[src/rtl/alu_pkg.sv]
// Shared opcode encodings, FSM state type and flag helpers for the ALU execution unit.
package alu_pkg;

  localparam logic [2:0] OP_ADD     = 3'b000;
  localparam logic [2:0] OP_SUB     = 3'b001;
  localparam logic [2:0] OP_AND     = 3'b010;
  localparam logic [2:0] OP_OR      = 3'b011;
  localparam logic [2:0] OP_XOR     = 3'b100;
  localparam logic [2:0] OP_NOT     = 3'b101;
  localparam logic [2:0] OP_SHL     = 3'b110;
  localparam logic [2:0] OP_SHR_MUL = 3'b111;

  typedef enum logic [0:0] {
    ST_IDLE = 1'b0,
    ST_MUL  = 1'b1
  } state_t;

  // Two's-complement overflow of A+B given the sign bits of A, B and the sum.
  function automatic logic add_ovf(input logic sa, input logic sb, input logic sr);
    return (sa == sb) && (sr != sa);
  endfunction

  // Two's-complement overflow of A-B given the sign bits of A, B and the difference.
  function automatic logic sub_ovf(input logic sa, input logic sb, input logic sr);
    return (sa != sb) && (sr != sa);
  endfunction

endpackage

[src/rtl/alu_mul_seq.sv]
// Iterative shift-add unsigned multiplier: pulse start with operands, done is high
// during the WIDTH-th cycle after start, and product is valid while done is high.
module alu_mul_seq #(
  parameter int unsigned WIDTH = 4
) (
  input  logic               clk,
  input  logic               rst_n,
  input  logic               start,
  input  logic [WIDTH-1:0]   a,
  input  logic [WIDTH-1:0]   b,
  output logic               done,
  output logic [2*WIDTH-1:0] product
);

  localparam int unsigned CW = $clog2(WIDTH + 1);

  logic [2*WIDTH-1:0] mcand;
  logic [2*WIDTH-1:0] acc;
  logic [2*WIDTH-1:0] acc_next;
  logic [WIDTH-1:0]   mplier;
  logic [CW-1:0]      cnt;
  logic               running;

  // Partial-product accumulation for the current multiplier bit.
  always_comb begin
    acc_next = acc;
    if (mplier[0]) acc_next = acc + mcand;
  end

  // The last step's sum is handed out combinationally so the result lands exactly WIDTH cycles after start.
  assign done    = running && (cnt == CW'(1));
  assign product = acc_next;

  // Operand load on start, then one shift-add step per cycle.
  always_ff @(posedge clk or negedge rst_n) begin
    if (!rst_n) begin
      mcand   <= '0;
      acc     <= '0;
      mplier  <= '0;
      cnt     <= '0;
      running <= 1'b0;
    end else if (start) begin
      mcand   <= {{WIDTH{1'b0}}, a};
      acc     <= '0;
      mplier  <= b;
      cnt     <= CW'(WIDTH);
      running <= 1'b1;
    end else if (running) begin
      acc    <= acc_next;
      mcand  <= mcand << 1;
      mplier <= mplier >> 1;
      cnt    <= cnt - CW'(1);
      if (cnt == CW'(1)) running <= 1'b0;
    end
  end

endmodule

[src/rtl/alu_exec_unit.sv]
// Handshaked ALU execution unit: accepts one operation per valid/ready transfer and
// returns a registered result with carry/zero/overflow flags.
// Optional feature macro: ALU_MUL_EN (opcode 111 becomes a WIDTH-cycle unsigned MUL).
module alu_exec_unit
  import alu_pkg::*;
#(
  parameter int unsigned WIDTH = 4
) (
  input  logic             clk,
  input  logic             rst_n,
  input  logic             in_valid,
  output logic             in_ready,
  input  logic [WIDTH-1:0] in_a,
  input  logic [WIDTH-1:0] in_b,
  input  logic [2:0]       in_sel,
  output logic             out_valid,
  input  logic             out_ready,
  output logic [WIDTH-1:0] out_result,
  output logic             out_carry,
  output logic             out_zero,
  output logic             out_ovf,
  output logic             busy
);

  logic [WIDTH:0]   sum;
  logic [WIDTH:0]   diff;
  logic [WIDTH-1:0] r_res;
  logic             r_carry;
  logic             r_ovf;
  logic             accept;
  logic             start_mul;

`ifdef ALU_MUL_EN
  state_t             state;
  logic               mul_done;
  logic [2*WIDTH-1:0] mul_prod;

  assign in_ready  = (state == ST_IDLE) && (!out_valid || out_ready);
  assign accept    = in_valid && in_ready;
  assign start_mul = accept && (in_sel == OP_SHR_MUL);

  alu_mul_seq #(.WIDTH(WIDTH)) u_mul (
    .clk     (clk),
    .rst_n   (rst_n),
    .start   (start_mul),
    .a       (in_a),
    .b       (in_b),
    .done    (mul_done),
    .product (mul_prod)
  );
`else
  // Without the multiplier the unit never leaves IDLE, so ready is pure output backpressure.
  assign in_ready  = !out_valid || out_ready;
  assign accept    = in_valid && in_ready;
  assign start_mul = 1'b0;
`endif

  assign sum  = {1'b0, in_a} + {1'b0, in_b};
  assign diff = {1'b0, in_a} - {1'b0, in_b};

  // Single-cycle opcode decode and flag generation.
  always_comb begin
    r_res   = '0;
    r_carry = 1'b0;
    r_ovf   = 1'b0;
    unique case (in_sel)
      OP_ADD: begin
        r_res   = sum[WIDTH-1:0];
        r_carry = sum[WIDTH];
        r_ovf   = add_ovf(in_a[WIDTH-1], in_b[WIDTH-1], sum[WIDTH-1]);
      end
      OP_SUB: begin
        r_res   = diff[WIDTH-1:0];
        r_carry = diff[WIDTH];
        r_ovf   = sub_ovf(in_a[WIDTH-1], in_b[WIDTH-1], diff[WIDTH-1]);
      end
      OP_AND: r_res = in_a & in_b;
      OP_OR:  r_res = in_a | in_b;
      OP_XOR: r_res = in_a ^ in_b;
      OP_NOT: r_res = ~in_a;
      OP_SHL: begin
        r_res   = {in_a[WIDTH-2:0], 1'b0};
        r_carry = in_a[WIDTH-1];
      end
      OP_SHR_MUL: begin
`ifndef ALU_MUL_EN
        r_res   = {1'b0, in_a[WIDTH-1:1]};
        r_carry = in_a[0];
`endif
      end
      default: ;
    endcase
  end

  // Output register (doubles as the hold stage) and FSM.
  always_ff @(posedge clk or negedge rst_n) begin
    if (!rst_n) begin
      out_valid  <= 1'b0;
      out_result <= '0;
      out_carry  <= 1'b0;
      out_zero   <= 1'b0;
      out_ovf    <= 1'b0;
      busy       <= 1'b0;
`ifdef ALU_MUL_EN
      state      <= ST_IDLE;
`endif
    end else begin
      if (accept && !start_mul) begin
        out_valid  <= 1'b1;
        out_result <= r_res;
        out_carry  <= r_carry;
        out_zero   <= (r_res == '0);
        out_ovf    <= r_ovf;
`ifdef ALU_MUL_EN
      end else if (mul_done) begin
        out_valid  <= 1'b1;
        out_result <= mul_prod[WIDTH-1:0];
        out_carry  <= |mul_prod[2*WIDTH-1:WIDTH];
        out_zero   <= (mul_prod[WIDTH-1:0] == '0);
        out_ovf    <= 1'b0;
`endif
      end else if (out_valid && out_ready) begin
        out_valid  <= 1'b0;
        out_result <= '0;
        out_carry  <= 1'b0;
        out_zero   <= 1'b0;
        out_ovf    <= 1'b0;
      end
`ifdef ALU_MUL_EN
      unique case (state)
        ST_IDLE: if (start_mul) begin
          state <= ST_MUL;
          busy  <= 1'b1;
        end
        ST_MUL: if (mul_done) begin
          state <= ST_IDLE;
          busy  <= 1'b0;
        end
        default: begin
          state <= ST_IDLE;
          busy  <= 1'b0;
        end
      endcase
`endif
    end
  end

endmodule

[config.mk]
export PLATFORM = sky130hd
export DESIGN_NAME = alu_exec_unit
export DESIGN_NICKNAME = d
export VERILOG_FILES = /design/src/rtl/alu_pkg.sv /design/src/rtl/alu_mul_seq.sv /design/src/rtl/alu_exec_unit.sv
export SDC_FILE = /design/constraint.sdc
export NUM_CORES = 1
export LEC_CHECK = 0
export CAP_MARGIN = 10
export CORE_MARGIN = 5
export CORE_UTILIZATION = 50
export DETAILED_ROUTE_END_ITERATION = 8
export PLACE_DENSITY = 0.8
export SLEW_MARGIN = 20
export SYNTH_ARGS = -nofsm -noshare
export SYNTH_HDL_FRONTEND = slang
export SYNTH_HIERARCHICAL = 1
export SYNTH_SLANG_ARGS = --single-unit
[constraint.sdc]
create_clock -name clk -period 1.6 [get_ports clk]
set_clock_uncertainty 0.15 [all_clocks]
set_input_delay 0.4 -clock clk [delete_from_list [all_inputs] [get_ports clk]]
set_output_delay 0.4 -clock clk [all_outputs]
set_load 0.01 [all_outputs]
==> results_dict.tcl, run 1 <==
set metrics [dict create \
    status "did not finish" \
    stop_stage "5_1_grt" \
    tool.error "[ERROR DPL-0038] Utilization greater than 100%, impossible to legalize" \
    die_y_um 56.1 \
    yosysWarningCount 8 \
    grt_max_degree 13 \
    synth_area_per_cell_um2 8.44 \
    synthArstFlopShare_pct 100 \
    cts.sinks 8 \
    worst-ep-kind "register data pin" \
    syn_inst 126 \
    synth_edf_count 0 \
    port_buffers 23 \
    cts_buffer_depth 2 \
    dp_cells 207 \
    place_congestion 0.867 \
    seq_area_frac_synth_pct 18.8 \
    hpwl_mm 2.54 \
    h-tree-depth 1 \
    synthFlopType "dfrtp_1" \
    start_util_pct 53.1 \
    std_cell_rows 16 \
    synth_nets 155 \
    numCtsBuffers 3 \
    grt-worst-endpoint "out_zero$_DFFE_PN0P_/D" \
    root_buffer "clkbuf_4" \
    ios 25 \
    ys_ff_latch 8 \
    syn_area_um2 1060 \
    die_w_um 56.1 \
    ys_types 48 \
]
==> cells in the mapped netlist, types with 2 or more instances <==
cell type / count / area share (%)
fa_1: 2 / 3.8
ha_1: 12 / 14
o21ai_0: 5 / 2.4
buf_2: 2 / 0.94
nor2_1: 5 / 1.8
a21o_1: 2 / 1.4
mux2i_1: 4 / 3.8
nand2b_1: 9 / 5.3
inv_1: 11 / 3.9
buf_4: 3 / 2.1
nand3_1: 3 / 1.4
a2bb2oi_1: 2 / 1.6
a211oi_2: 2 / 2.4
nand2_1: 13 / 4.6
or3_1: 2 / 1.2
inv_2: 2 / 0.71
xnor2_1: 3 / 2.5
o31ai_1: 2 / 1.4
a21oi_1: 4 / 1.9
buf_6: 2 / 2.1
dfrtp_1: 8 / 19
a22o_1: 2 / 1.6
==> metrics by stage <==
| stage | setup WS (ps) | hold slack, ps | cell area [µm²] | utilization [%] |
|---|---|---|---|---|
| after CTS | -486 | 277 | 1850 | 92.3 |
| after detailed placement | -1300 | 318 | 1660 | 82.8 |
| after global placement | -1240 | 312 | 1660 | 82.8 |
| after floorplan | -536 | -45.6 | 1160 | - |
==> cells by family after synthesis <==
family,after synthesis,synth area share [%]
compound gates,34,25.9
fa+ha+maj,14,17.9
simple gates,39,18.8
other cells,1,0.353
buf+inv,21,10.1
xor+xnor,4,3.29
flops,8,18.8
mux,5,4.82
==> repair_timing <==
| action | in CTS |
|---|---|
| hold buffers | 0 |
| gates cloned | 0 |
| setup buffers | 8 |
| pin swaps | 17 |
| endpoints found under the setup margin | 16 |
| gates resized for setup | 87 |
==> run 2, diff against run 1 <==
--- a/config.mk
+++ b/config.mk
@@ -6,10 +6,10 @@
 export NUM_CORES = 1
 export LEC_CHECK = 0
 export CAP_MARGIN = 10
-export CORE_MARGIN = 5
-export CORE_UTILIZATION = 50
+export CORE_AREA = 5 5 66 68
 export DETAILED_ROUTE_END_ITERATION = 8
-export PLACE_DENSITY = 0.8
+export DIE_AREA = 0 0 71 73
+export PLACE_DENSITY_LB_ADDON = 0.15
 export SLEW_MARGIN = 20
 export SYNTH_ARGS = -nofsm -noshare
 export SYNTH_HDL_FRONTEND = slang
==> results_dict.tcl, run 2 <==
set metrics [dict create \
    layout_commonest_cell "buf_4" \
    synth_top_family_by_area "compound AO/OA/AOI/OAI gates" \
    synth_edf_count 0 \
    diodes 0 \
    cts_hold_buf 0 \
    synth.area.top_cells "dfrtp_1, ha_1, nand2b_1" \
    worstSetupEndpointType "flip-flop" \
    die_y_um 73 \
    area.sequential_um2 200 \
    grt.overflow.total 0 \
    cts_buffer_depth 2 \
    finalInstanceArea_um2 1860 \
    grt_max_degree 14 \
    numCtsBuffers 3 \
    hp-class "primary input to asynchronous set/reset pin" \
    port_buffers 23 \
    synthFlopType "dfrtp_1" \
    whs_ps 299 \
    drt-total-wl_mm 2.94 \
    dp_slack_ps -1300 \
    ys_types 48 \
    fin_tns_setup_ps -1920 \
    start_kind "primary input" \
    wl_per_cell_um 12.2 \
    largest_reg_flops 4 \
    synth-xor-area-share_pct 3.29 \
    path_max_fanout 2 \
    worstSkewPairLatency_ps 230 \
    dp_cells 233 \
    drive_gt1_share_pct 47.9 \
    drt_pre_antenna_iters 4 \
    vias 1122 \
    hpwl_mm 2.39 \
    syn_to_final_growth_pct 74.6 \
    p_total_mw 0.962 \
    grtUsageTotal_pct 12.1 \
    setup_viol 6 \
    top_register "out_result" \
    powerDensity_nw_per_um2 518 \
    syn_inst 126 \
    cts_tree "done" \
    route.detailed.drc 0 \
    detail-route-antenna-nets 0 \
    drv_slew 0 \
    synth_top_area_share_pct 18.8 \
    slowest_delay_ps 410 \
    antenna_found_initial 0 \
    synth_most_common_cell "nand2_1" \
    seq_area_frac_synth_pct 18.8 \
    cts.sinks 8 \
    hold_violations 0 \
    irDropWorstVdd_uv 189 \
    final_cells 242 \
    synth_nets 155 \
    p_leak_nw 0.888 \
    nets 223 \
    synthArstFlopShare_pct 100 \
    synth-compound-area-share_pct 25.9 \
    rsz0062_at_grt "yes" \
    violations "negative setup slack" \
    root_buffer "clkbuf_8" \
    die_w_um 71 \
    synth_top_area_cell "dfrtp_1" \
    crit_slowest_cell "fa_2" \
    synth_adder_area_share_pct 17.9 \
    n_fill_cell 387 \
    utilization_pct 48.9 \
    synthMuxAreaShare_pct 4.82 \
    yosys.area_share.simple_pct 18.8 \
    avgViaCountPerCell 4.64 \
    fin_crit_sh_pct 128 \
    yosysWarningCount 8 \
    synth_area_per_cell_um2 8.44 \
    grt_pass1_vias 1112 \
    layout_min_cycle_time_ps 2050 \
    clk_pin_slew_ps 40 \
    h-tree-depth 1 \
    placed_area_um2 1700 \
    place_congestion 0.796 \
    worstPathArrival_ps 2040 \
    std_cell_rows 23 \
    coreArea_um2 3800 \
    status "finished, violations left" \
    criticalPathCategory "primary input to flip-flop" \
    start_util_pct 28.0 \
    syn_area_um2 1060 \
    multi_input_area_um2 890 \
    worst_slack_ps -451 \
    grt_pass1_wl_mm 5.07 \
    most-common-layout-cells "buf_4, dlygate4sd2_1, nand2_1" \
    drtIter0Drc 34 \
    fmax_mhz 488 \
    design.die.area_um2 5180 \
    required_ps 1580 \
    yosys-top-cells-count "nand2_1, ha_1, inv_1" \
    ios 25 \
    ys_ff_latch 8 \
    r2r_slack_ps 250 \
    worstPathCellList "buf_12, inv_12, ha_4, inv_2, fa_2, nand2b_4, a221o_1, a22oi_2, o32ai_2, o31ai_1" \
    max-cap-violations 0 \
]
run 2: metal layers:
layer  track usage, %  vias to the layer above  part of all wire [%]
met5                0                        -                     0
met4             5.01                        0                   1.4
met3             1.24                        5                   3.7
met2             20.9                       23                    48
met1             15.3                      523                    47
li1                 -                      571                     -
run 2: cell type report:
cell class	instances	area share, %
Sequential cell	8	10.8
Timing Repair Buffer	71	31.6
Tap cell	50	3.37
Inverter	13	4.11
Clock buffer	3	2.22
Multi-Input combinational cell	97	47.9
run 2: final timing paths:
path / from / end / cells after the start
min reg2reg: out_zero / out_zero / 2
min in group clk: out_zero / out_zero / 2
min: rst_n / out_carry / 1
max reg2reg: out_valid / out_result[1] / 5
max: in_a[0] / out_zero / 10
max in group asynchronous: rst_n / out_result[0] / 1
run 2: cell families (layout without fill, tap and decap cells):
logic type                 Yosys count  count (layout)
AOI/OAI and AO/OA                   34              34
xor gates and xnor gates             4               4
other                                1               1
buffers and inverters               21              87
muxes                                5               5
DFF                                  8               8
adders and majority gates           14              14
and+or+nand+nor                     39              39
run 2: report_power, final:
group | internal (mW) | leakage, nW | switching [mW]
Clock | 0.162 | 0.0216 | 0.0746
Combinational | 0.267 | 0.763 | 0.223
Sequential | 0.224 | 0.103 | 0.0108
Total | 0.654 | 0.888 | 0.308
run 2: worst max-delay path, delay by kind of cell:
family,cells,cell delay [ps]
buffers and inverters,3,160
adders and majority gates,2,550
and+or+nand+nor,1,150
AOI/OAI and AO/OA,4,760
run 2: repair_timing:
item / in CTS / in global routing
endpoints found under the setup margin: 16 / 7
pin swaps: 18 / 9
gates resized for setup: 65 / 8
buffers inserted: 6 / 2
cloned: 1 / 0
Note: power is estimated with default switching activity, not from simulation.
